--- config.mk ---
export PLATFORM = sky130hd
export DESIGN_NAME = seq_det_fsm
export DESIGN_NICKNAME = d
export VERILOG_FILES = /design/src/rtl/seq_det_pkg.sv /design/src/rtl/seq_det_next.sv /design/src/rtl/seq_det_fsm.sv
export SDC_FILE = /design/constraint.sdc
export NUM_CORES = 1
export LEC_CHECK = 0
export CORE_AREA = 2 2 39 41
export CTS_BUF_LIST = sky130_fd_sc_hd__clkbuf_8
export CTS_CLUSTER_DIAMETER = 40
export DETAILED_ROUTE_END_ITERATION = 12
export DIE_AREA = 0 0 41 43
export PLACE_DENSITY_LB_ADDON = 0.08
export RECOVER_POWER = 25
export SYNTH_ARGS = -nofsm -noshare
export SYNTH_HDL_FRONTEND = slang
export SYNTH_SLANG_ARGS = --single-unit
--- constraint.sdc ---
create_clock -name clk -period 2.3 [get_ports clk]
set_input_delay 0.23 -clock clk [delete_from_list [all_inputs] [get_ports clk]]
set_output_delay 0.23 -clock clk [all_outputs]
set_load 0.02 [all_outputs]
--- src/rtl/seq_det_pkg.sv ---
// Shared constants and elaboration-time helpers for the serial sequence detector:
// state width, prefix/suffix lengths and the KMP fallback used to build its tables.
package seq_det_pkg;

    localparam int N_MIN = 2;
    localparam int N_MAX = 16;

    typedef logic [$clog2(N_MAX)-1:0] state_max_t;

    function automatic int state_w(input int n);
        return (n <= 2) ? 1 : $clog2(n);
    endfunction

    // Longest proper prefix of PATTERN[n-1:n-k] that is also a suffix of it.
    function automatic int prefix_suffix_len(input logic [15:0] pat, input int n, input int k);
        int  best;
        bit  ok;
        best = 0;
        for (int l = 1; l < k; l++) begin
            ok = 1'b1;
            for (int i = 0; i < l; i++) begin
                if (pat[n-1-i] != pat[n-k+l-1-i]) begin
                    ok = 1'b0;
                end else begin
                    ok = ok;
                end
            end
            if (ok) begin
                best = l;
            end else begin
                best = best;
            end
        end
        return best;
    endfunction

    function automatic int kmp_next(input logic [15:0] pat, input int n, input int k, input logic b);
        int j;
        int res;
        bit done;
        j    = k;
        res  = 0;
        done = 1'b0;
        for (int it = 0; it <= N_MAX; it++) begin
            if (!done) begin
                if (j < n && pat[n-1-j] == b) begin
                    res  = j + 1;
                    done = 1'b1;
                end else if (j == 0) begin
                    res  = 0;
                    done = 1'b1;
                end else begin
                    j = prefix_suffix_len(pat, n, j);
                end
            end else begin
                done = done;
            end
        end
        return res;
    endfunction

endpackage

--- src/rtl/seq_det_next.sv ---
// Combinational transition function of the detector: (state, bit) -> (next state, match),
// driven by per-state tables computed at elaboration.
module seq_det_next
    import seq_det_pkg::*;
#(
    parameter int          N       = 4,
    parameter logic [15:0] PATTERN = 16'b1011,
    parameter int          OVERLAP = 1,
    parameter int          SW      = state_w(N)
) (
    input  logic [SW-1:0] state_i,
    input  logic          x_i,
    output logic [SW-1:0] next_o,
    output logic          match_o
);

    localparam int NS = 2 ** SW;
    localparam int F  = prefix_suffix_len(PATTERN, N, N);

    logic [SW-1:0] nxt0_tab [NS];
    logic [SW-1:0] nxt1_tab [NS];

    // Encodings at or above N are unreachable and simply fall back to the empty state.
    for (genvar k = 0; k < NS; k++) begin : g_tab
        if (k < N) begin : g_live
            localparam int NX0 = (k == N-1 && PATTERN[0] == 1'b0) ? ((OVERLAP != 0) ? F : 0)
                                                                   : kmp_next(PATTERN, N, k, 1'b0);
            localparam int NX1 = (k == N-1 && PATTERN[0] == 1'b1) ? ((OVERLAP != 0) ? F : 0)
                                                                   : kmp_next(PATTERN, N, k, 1'b1);
            assign nxt0_tab[k] = SW'(NX0);
            assign nxt1_tab[k] = SW'(NX1);
        end else begin : g_dead
            assign nxt0_tab[k] = '0;
            assign nxt1_tab[k] = '0;
        end
    end

    // Table lookup and match decode.
    always_comb begin
        next_o  = x_i ? nxt1_tab[state_i] : nxt0_tab[state_i];
        match_o = (state_i == SW'(N-1)) && (x_i == PATTERN[0]);
    end

endmodule

--- src/rtl/seq_det_fsm.sv ---
// Parametrised serial sequence detector with saturating match counter and debug state.
// Define SEQ_DET_REGOUT_EN to register y_out (one-cycle-late pulse); otherwise y_out is Mealy.
module seq_det_fsm
    import seq_det_pkg::*;
#(
    parameter int          N       = 4,
    parameter logic [15:0] PATTERN = 16'b1011,
    parameter int          OVERLAP = 1,
    parameter int          CNT_W   = 8,
    localparam int         SW      = state_w(N)
) (
    input  logic             clk,
    input  logic             rstn,
    input  logic             x_in,
    input  logic             x_valid,
    input  logic             cnt_clr,
    output logic             y_out,
    output logic [CNT_W-1:0] match_cnt,
    output logic [SW-1:0]    state_out
);

    if (N < N_MIN || N > N_MAX) begin : g_bad_n
        $error("seq_det_fsm: N out of legal range");
    end
    if ((PATTERN >> N) != 16'd0) begin : g_bad_pattern
        $error("seq_det_fsm: PATTERN has bits set above N-1");
    end

    localparam logic [CNT_W-1:0] CNT_MAX = '1;

    logic [SW-1:0]    state_q;
    logic [SW-1:0]    state_d;
    logic [SW-1:0]    next_s;
    logic             match_s;
    logic             hit_s;
    logic [CNT_W-1:0] cnt_q;
    logic [CNT_W-1:0] cnt_d;

    seq_det_next #(
        .N       (N),
        .PATTERN (PATTERN),
        .OVERLAP (OVERLAP),
        .SW      (SW)
    ) u_next (
        .state_i (state_q),
        .x_i     (x_in),
        .next_o  (next_s),
        .match_o (match_s)
    );

    // State register.
    always_ff @(posedge clk) begin
        if (!rstn) begin
            state_q <= '0;
        end else begin
            state_q <= state_d;
        end
    end

    // Next state: advance only on qualified bits.
    always_comb begin
        if (x_valid) begin
            state_d = next_s;
        end else begin
            state_d = state_q;
        end
    end

    // Output decode: a match only counts on a valid bit outside reset.
    always_comb begin
        hit_s = rstn & x_valid & match_s;
    end

    // Counter next value; clear beats a coincident match.
    always_comb begin
        if (cnt_clr) begin
            cnt_d = '0;
        end else if (hit_s && cnt_q != CNT_MAX) begin
            cnt_d = cnt_q + CNT_W'(1);
        end else begin
            cnt_d = cnt_q;
        end
    end

    // Match counter register.
    always_ff @(posedge clk) begin
        if (!rstn) begin
            cnt_q <= '0;
        end else begin
            cnt_q <= cnt_d;
        end
    end

`ifdef SEQ_DET_REGOUT_EN
    logic y_q;
    logic y_d;

    // Registered pulse source.
    always_comb begin
        y_d = hit_s;
    end

    // Output pulse register.
    always_ff @(posedge clk) begin
        if (!rstn) begin
            y_q <= 1'b0;
        end else begin
            y_q <= y_d;
        end
    end

    assign y_out = y_q;
`else
    assign y_out = hit_s;
`endif

    assign match_cnt = cnt_q;
    assign state_out = state_q;

endmodule

Word level (Yosys, flattened, before mapping). Index checks and enable logic that the tools add are counted.

Bits in writable memories: 0. Output and inout port bits: 11. Memory bits (read-only): 0. Bits of input ports: 5. Latch bits: 0. Memories kept: 0. Flip-flop bits (word level): 10. Logic and storage cells: 20.

Multipliers: 0. Bitwise gates (word level): 4. Equal/unequal tests: 2. Add/sub/neg operators: 1. $lt $le $gt $ge: 1. Shifts and indexed selects: 0. Div/mod/pow operators: 0. Multiplexer cells: 7. Reductions and logical operators: 3.

Operators with widths (count): $mux W2 (5); $add A8 B1 Y8 const B (1); $bmux W2 S2 (2); $ne A8 B8 Y1 const B (1); $ge A3 B3 Y1 const B (1); $not A2 Y3 (1); $and A1 B1 Y1 (2); $eq A2 B2 Y1 const B (1); $logic_and A1 B1 Y1 (2); $reduce_or A2 Y1 (1); $not A1 Y1 (1).

Longest topological paths before layout.
Depth in word-level cells: 5. Mapped depth: 5. Mapped depth without buffers: 5.

Modules after synthesis. Synthesis repeated with hierarchy kept, for this count alone.

Cell total of the unflattened synthesis: 65. Area total of the unflattened synthesis: 566.8 um2.

By module, submodules not included: seq_det_fsm (times used 1, seq. area each 200.2 um2, area each 538.0 um2, cells each 61); seq_det_next (times used 1, seq. area each 0.0 um2, area each 28.8 um2, cells each 4).

Worst setup path after synthesis. OpenSTA, ideal clock, no wires.

Path kind: register to register. From: register cnt_q[0], in the netlist match_cnt[0]. To: register cnt_q[0], in the netlist match_cnt[0]. Slack: 0.887 ns. Data required time: 2.183 ns. Clock period less this slack: 1.413 ns. Library setup time: 0.117 ns. Path buffers: 0. Arrival: 1.296 ns. Cell stages (with the launch flop): 6. Path through: dfxtp_1 -> ha_1 -> inv_1 -> o311ai_2 -> xor2_1 -> nor2_1.

Cells in the longest elaborated chain, start to end: 2. Elaborated cells on any way between the ends: 3. Those cells by class: 1 x add/sub; 1 x eq/ne; 1 x reduce/logical.

Ends and longest elaborated chain: from (decl) (line seq_det_fsm.sv:36) `logic [CNT_W-1:0] cnt_q;`; from (signal assigned) (line seq_det_fsm.sv:90) `cnt_q <= cnt_d;`; parallel branches: the longest is 2 deep, another holds $add A8 B1 Y8.

Several ways; the timed one is not identified. A chain may end at the register's enable or synchronous reset.

Final worst setup path.
From: input port x_valid. To: output port y_out.

Cells in the longest elaborated chain, start to end: 2.

Ends and longest elaborated chain: from (decl) (line seq_det_fsm.sv:15) `input logic x_valid,`; $and A1 B1 Y1 (2 in series) (line seq_det_fsm.sv:71) `hit_s = rstn & x_valid & match_s;`; to (decl) (line seq_det_fsm.sv:17) `output logic y_out,`.

Every way passes these cells.

==> impl_metrics.toml <==
[clock_network]
cts_max_path_buffers = 2
path_clk_slew_ps = 50
htree_levels = 1
cts_resized = 0
cts_buffers = 3
cts_sinks = 10
post-cts-setup-buffer-count = 0
cts_tree = "done"
cts-root-buf = "clkbuf_8"
clk_latency_ps = 230
hold_buffers = 0

[timing]
setup_tns_ps = 0
post-route-period-util_pct = 87.1
skew_ps = 3.61
rsz0062_at_grt = "false"
drv_slew = 0
finalHoldViolCount = 0
max_slew.worst_pin.slew_ps = 653
setup_slack_ps = 297
finalSetupViolCount = 0
maxSlewHeadroom_pct = 55.9
min_period_ps = 2000
clock.fmax_mhz = 499

[global_routing]
grt.total_usage_pct = 17.8
grtUsageMet3_pct = 5.24
gr-total-overflow = 0
grtUsageMet1_pct = 20.9
grt.met2_usage_pct = 26.3
first_global_vias = 488
antenna_found_initial = 0
grt_pass1_wl_um = 2030
grt_max_degree = 8
gr-max-usage-layer = "met2"

[worst_setup_path]
arrival_ps = 1770
cpPeakStageDelay_ps = 600
start_kind = "input pin"
setup.worst_path.start = "x_valid"
critPathKind = "input pin to output pin"
cp-end-kind = "output pin"
crit_chain = "dlygate4sd3_1, nand2_1, nor2_1, clkdlybuf4s50_1"
required_ps = 2070
r2r_end = "match_cnt[0]$_SDFFE_PP0P_"
cp_slowest_cell = "dlygate4sd3_1"
r2r_cells = 5
endpoint = "y_out"
critPathMaxFanout = 7
rrSetupSlack_ps = 660
r2r-start = "match_cnt[0]$_SDFFE_PP0P_"

[power]
p_seq_share_pct = 46.6
p_comb_share_pct = 6.2
p_per_area_mw_per_mm2 = 516
vdd_drop_max_mv = 0.283
p_leak_nw = 0.227
p_switching_w = 0.0000784
intPower_w = 0.000301
clkPwrFrac_pct = 47.2
netSwitchingFraction_pct = 20.6

[synth]
synth_edf_count = 0
async_reset_ff_share_pct = 0
synth-warning-count = 0
yosys_most_used_dff = "dfxtp_1"
syn_inst = 63
ys_ff_latch = 10
syn_area_um2 = 534
avgSynthCellArea_um2 = 8.48
ys_seq_area_share_pct = 37.5
synth_cell_type_count = 28
synth_nets = 69

[run_status]
outcome = "complete, no violations"

[cells_and_area]
n_antenna_cell = 0
fin_util_pct = 53.2
syn2layout_area_growth_pct = 37.7
drive_gt1_share_pct = 8.64
nets = 89
final_cells = 97
layout_commonest_cell = "clkdlybuf4s50_1"
seq_area_um2 = 200
final_area_um2 = 736
final_cell_mix = "clkdlybuf4s50_1 (13), dfxtp_1 (10), nor2_1 (7)"
multi_input_comb_area_um2 = 317
fillCellCount = 138

[floorplanning]
coreArea_mm2 = 0.00138
design.die.area_mm2 = 0.00176
start_util_pct = 38.6
die_w_um = 41
die_y_um = 43
num_rows = 14
pin_count = 16

[placed_design]
gp_congestion = 0.860
place_ws_ps = 417
postPlaceCellArea_um2 = 704
portBuffers = 15
placed_cells = 94
dp_hpwl_um = 916

[drt]
routed_wl_um = 1250
drc = 0
antenna_left = 0
vias = 524
vias_per_cell = 5.40
drt-initial-drc-count = 13
firstDrtPassIters = 4
routedWlPerCell_um = 12.8

[worst_hold_path]
hold_path_class = "register to register"
hold_depth = 2

[run]
cap_viol_max_count = 0
-- power groups by stage --
stage | combinational [W] | sequential (W) | clock (W)
floorplan | 0.00000781 | 0.000182 | 0
finish | 0.0000237 | 0.000177 | 0.000179
global placement | 0.0000246 | 0.000180 | 0
global route | 0.0000261 | 0.000177 | 0.000193
CTS | 0.0000248 | 0.000177 | 0.000183
detailed placement | 0.0000246 | 0.000180 | 0
-- synth_stat cells (2+ instances only) --
library cell	count	share of area [%]
a21oi_1	2	1.9
a31oi_1	2	2.3
and4_1	2	3.3
dfxtp_1	10	37
inv_1	2	1.4
nand2_1	4	2.8
nand2_2	2	2.3
nand4_1	4	4.7
nor2_1	7	4.9
nor2b_1	4	4.7
nor3_1	5	4.7
o21ai_0	3	2.8
-- worst max-delay path, delay by kind of cell --
family / cells / cell delay [ps]
AND/OR/NAND/NOR: 2 / 340
buffers and inverters: 2 / 1200
-- layout make-up --
type	count	area share [%]
multi-input combinational	51	43.0
sequential	10	27.2
timing repair buffer	15	20.4
clock buffer	3	5.61
tap	16	2.72
inverter	2	1.02
-- worst min-delay path by stage --
stage | endpoint | start
6_report | match_cnt[1]$_SDFFE_PP0P_ | match_cnt[1]$_SDFFE_PP0P_
5_1_grt | match_cnt[1]$_SDFFE_PP0P_ | match_cnt[1]$_SDFFE_PP0P_
4_1_cts | match_cnt[1]$_SDFFE_PP0P_ | match_cnt[1]$_SDFFE_PP0P_
3_5_place_dp | match_cnt[1]$_SDFFE_PP0P_ | match_cnt[1]$_SDFFE_PP0P_
3_3_place_gp | match_cnt[1]$_SDFFE_PP0P_ | match_cnt[1]$_SDFFE_PP0P_
2_1_floorplan | state_out[1]$_SDFFE_PN0P_ | rstn
-- per-stage QoR --
| step | hold slack [ps] | total power, W |
|---|---|---|
| floorplan | 358 | 0.000190 |
| global placement | 519 | 0.000205 |
| detailed placement | 510 | 0.000205 |
| CTS | 515 | 0.000385 |
| global route | 538 | 0.000396 |
| finish | 502 | 0.000380 |
-- per-layer routing --
metal  part of all wire [%]  wire [µm]  up-vias
met5                      0          0        -
met4                    3.0         37        0
met3                    6.7         83        4
met2                     44        542       15
met1                     47        582      233
li1                       -          -      272
-- cells by family (layout without fill, tap and decap cells) --
group	count (synthesis)	in the layout	synth area share [%]
AO/OA/AOI/OAI	11	11	14.1
flip-flops	10	10	37.5
multiplexers	1	1	1.87
buffers and inverters	2	20	1.41
adder cells (fa/ha/maj)	1	1	2.34
XOR/XNOR	2	2	3.28
AND/OR/NAND/NOR	36	36	39.6
-- state kept, by name (all words and copies together) (netlist names) --
name and cells:
match_cnt 8, state_out 2
Note: power is estimated with default switching activity, not from simulation.
